File: config.mk
export PLATFORM = sky130hd
export DESIGN_NAME = vec_dot_product
export DESIGN_NICKNAME = d
export VERILOG_FILES = /design/src/rtl/vec_dot_product.sv
export SDC_FILE = /design/constraint.sdc
export NUM_CORES = 2
export LEC_CHECK = 0
export ABC_AREA = 1
export BUFFER_PORTS_ARGS = -buffer_cell sky130_fd_sc_hd__buf_2
export CELL_PAD_IN_SITES_DETAIL_PLACEMENT = 1
export CELL_PAD_IN_SITES_GLOBAL_PLACEMENT = 1
export CORE_MARGIN = 8
export CORE_UTILIZATION = 40
export CTS_CLUSTER_SIZE = 28
export DETAILED_ROUTE_END_ITERATION = 16
export PLACE_DENSITY = 0.86
export SLEW_MARGIN = 30
export SYNTH_ARGS = -nofsm -noshare
export SYNTH_HDL_FRONTEND = slang
export SYNTH_SLANG_ARGS = --single-unit
File: constraint.sdc
create_clock -name clk -period 23.2 [get_ports clk]
set_clock_uncertainty 0.1 [all_clocks]
set_input_delay 0 -clock clk [delete_from_list [all_inputs] [get_ports clk]]
set_output_delay 0 -clock clk [all_outputs]
set_load 0.02 [all_outputs]
File: src/rtl/vec_dot_product.sv
// vec_dot_product: sequential multiply-accumulate over VECTOR_LEN 32-bit
// element pairs. One element pair is consumed per enabled clock. When the
// last pair is accumulated, done and result are registered and then held
// until the next reset. All arithmetic is modulo 2^32, which makes signed
// and unsigned operands give identical results.
module vec_dot_product #(
    parameter int VECTOR_LEN = 4
) (
    input  logic                     clk,
    input  logic                     rst,
    input  logic                     enable,
    input  logic [VECTOR_LEN*32-1:0] vector1,
    input  logic [VECTOR_LEN*32-1:0] vector2,
    output logic [31:0]              result,
    output logic                     done
);

    // Wide enough to hold VECTOR_LEN itself, so the counter can reach the
    // terminal value without wrapping.
    localparam int IDX_W = $clog2(VECTOR_LEN + 1);

    typedef enum logic {
        RUN  = 1'b0,
        DONE = 1'b1
    } state_t;

    state_t           state;
    logic [IDX_W-1:0] index;
    logic [31:0]      acc;
    logic [31:0]      sel_a;
    logic [31:0]      sel_b;
    logic [31:0]      prod;
    logic [31:0]      sum;
    logic             last;

    // Pick the element pair addressed by index; out-of-range reads zero.
    always_comb begin
        sel_a = '0;
        sel_b = '0;
        for (int i = 0; i < VECTOR_LEN; i++) begin
            if (index == IDX_W'(i)) begin
                sel_a = vector1[32*i +: 32];
                sel_b = vector2[32*i +: 32];
            end
        end
    end

    // Only the low 32 bits of the product are ever needed, so a
    // 32-bit-wide multiply expression is used directly.
    assign prod = sel_a * sel_b;
    assign sum  = acc + prod;
    assign last = (index == IDX_W'(VECTOR_LEN - 1));

    // Two-state control: accumulate in RUN, freeze outputs in DONE.
    always_ff @(posedge clk or negedge rst) begin
        if (!rst) begin
            state  <= RUN;
            index  <= '0;
            acc    <= '0;
            result <= '0;
            done   <= 1'b0;
        end else begin
            case (state)
                RUN: begin
                    if (enable) begin
                        acc   <= sum;
                        index <= index + IDX_W'(1);
                        if (last) begin
                            state  <= DONE;
                            result <= sum;
                            done   <= 1'b1;
                        end
                    end
                end
                DONE: begin
                    // Hold result and done until the next reset.
                end
                default: state <= RUN;
            endcase
        end
    end

endmodule

==> run summary <==
Cts hold-fix bufs: 3
CTS Buf Count: 9
Die X: 253.7 µm
Area occupied by registers: 0.001727 mm²
Least-Margin Pin Slew: 907.3 ps
Clk buf depth: 2
Worst r2r dst: acc[30]$_DFFE_PN0P_
CP Launch Type: register
Starting Density: 40.25%
Multi-input gate area: 0.01704 mm²
Seq/Total Area, Yosys: 7.637%
RSZ-0062 raised after global routing: false
Min-delay worst type: input pin to asynchronous set/reset pin
Post_cts resized: 0
Critical path class: register to register
Synthesized instance count: 3157
DRT Pass-1 Iters: 5
Pre-CTS setup slack: 13090 ps
Core region area: 0.05617 mm²
R2r worst-path depth: 31
Clk sinks: 69
Netlist cell types: 43
GR Util All Layers: 27.31%
Period minus WS final: 10240 ps
Fillcell total: 7418
Synthesized cell area: 0.02261 mm²
Required time of the worst setup path: 23330 ps
Routed vias: 20.79k
Syn avg cell area: 7.162 µm²
Setup violators final: 0
CP max FO: 65
Post-CTS Setup Bufs: 0
Status: finished clean
CP max-delay cell: a21oi_1
Flop and latch count out of synthesis: 69
Fmax: 0.09770 GHz
Non-Filler Cell Area, Final: 0.02502 mm²
Worst EP arrival: 10370 ps
Final net count: 4193
H-tree Lvls: 3
Post-DP Area: 0.02467 mm²
Worst rel slew slack: 39.45%
Final Wtd Congestion: 0.9412
DP HPWL: 71010 µm
Max-slew violation count: 0
Synth area leaders: fa_1 (39%), nand2_1 (16%), inv_1 (14%)
Most used cell, CP: fa_1
DRT iter0 DRCs: 1274
Height of the die: 253.7 µm
Vias in the first global route: 23.32k
Std cell rows: 87
YS warnings: 0
Initial antenna violation count: 7
Area grow syn2layout: 10.67%
DRC Markers: 0
Setup TNS: 0 ps
Area leader, netlist: fa_1
Max incr delay on CP: 640 ps
Vias per std cell: 5.028
PortBufs: 291
Avg WL per Cell: 20.83 µm
CP Capture Type: register
CTS tree: built
Endpoints failing hold: 0
Post-DRT Antenna Nets: 0
IO Pins: 292
Total gr overflow: 0
Non-filler cells, final: 4134
Layout cells sized above 1: 12.31%
Yosys top cell area share: 38.78%
Root buffer cell: clkbuf_16
Final WS setup: 12970 ps
Max cap viols: 0
Beginning of the worst register-to-register path: index[2]$_DFFE_PN0P_
Clock Pin Slew Worst Setup and Hold Paths: 70 ps
First-pass GRT wire length: 134200 µm
Flop2flop setup slack: 12970 ps
Clk_lat worst skew: 380 ps
Largest net degree at the start of global routing: 71
Worst setup startpoint: index[2]$_DFFE_PN0P_
Fin crit share: 44.12%
Total Wirelength: 86090 µm
Placed cells: 4109
Syn_nets: 3983
Die area: 0.06439 mm²
==> kinds of logic after synthesis <==
logic type	after synthesis	share of synthesized area [%]
XOR/XNOR	35	1.356
adder cells (fa/ha/maj)	567	45.92
flip-flops	69	7.637
AO/OA/AOI/OAI	186	4.444
buffers and inverters	1002	17.04
AND/OR/NAND/NOR	1298	23.60
==> final cells by class <==
| class | count | area share, % |
|---|---|---|
| inverters | 881 | 13.22 |
| repair buffers | 320 | 6.731 |
| clock inverters | 3 | 0.1750 |
| diodes | 6 | 0.06001 |
| clock buffers | 13 | 1.040 |
| multi-input cells | 2086 | 68.10 |
| well taps | 756 | 3.780 |
| flip-flops and latches | 69 | 6.901 |
==> synth_stat cells, drive strengths merged <==
master     n
clkbuf    77
o211a      1
nand2    984
o21bai     2
or2       27
a21o       2
nand3    142
dfrtp     69
o221ai     2
fa       438
xnor2     17
xor2      18
a21boi     5
a31o       3
o211ai     2
clkinv     3
inv      878
a31oi      1
a22oi      1
o2bb2ai    1
ha       129
o2111ai    2
nand3b    15
nand4      3
a21oi     49
o21ai    115
nor3       1
buf       44
nor2     123
nor4       3
==> how the worst max path moves through the flow <==
stage | to | slack (ps) | depth (start not counted)
6_report | acc[30]$_DFFE_PN0P_ | 12970 | 31
5_1_grt | acc[30]$_DFFE_PN0P_ | 12450 | 30
4_1_cts | acc[24]$_DFFE_PN0P_ | 13020 | 35
3_5_place_dp | result[30]$_DFFE_PN0P_ | 13090 | 31
3_3_place_gp | acc[29]$_DFFE_PN0P_ | 13350 | 36
2_1_floorplan | acc[26]$_DFFE_PN0P_ | 14940 | 39
==> flip-flops by register name (all words and copies together), names as in the netlist <==
| signal | flops |
|---|---|
| index | 3 |
| result | 32 |
| state | 1 |
| acc | 32 |
| done | 1 |
==> worst max-delay path, delay by kind of cell, from the launching register on <==
kind	cells	cell delay [ps]
compound gates	8	1920
flops	1	400
fa+ha+maj	9	4450
simple gates	6	1540
buf+inv	8	1630
==> stage by stage <==
step | hold WS [ps] | utilization (%)
after floorplan | -395.6 | -
after global placement | -237.0 | 43.92
after CTS | 265.3 | 44.52
after global routing | 341.1 | 44.55
final | 252.2 | 44.55
after detailed placement | -233.5 | 43.93
==> cell usage in the layout (no fill, tap or decap), types with 3 or more instances in the layout <==
cell,instances
nand2_4,5
nor4_1,3
xnor2_1,17
dfrtp_1,69
inv_2,5
dlygate4sd3_1,3
nand3_1,139
a21boi_0,4
nand3_2,3
clkbuf_16,9
nand2_2,36
nand3b_1,15
inv_1,873
buf_2,290
fa_1,438
xor2_1,18
clkinv_1,3
nand4_1,3
ha_1,128
diode_2,6
or2_2,27
buf_4,27
a21oi_1,49
nor2_1,121
nand2_1,943
a31o_2,3
o21ai_1,3
o21ai_0,110
==> layer usage <==
metal	wire, µm	up-vias	GRT usage [%]
li1	-	9411	-
met3	4698	206	3.323
met1	34920	10497	34.41
met4	3536	2	10.57
met5	11	-	0
met2	42930	669	47.54
Power is not shown: default switching activity piles up to over one toggle a cycle in this logic, so the estimate is an artifact.
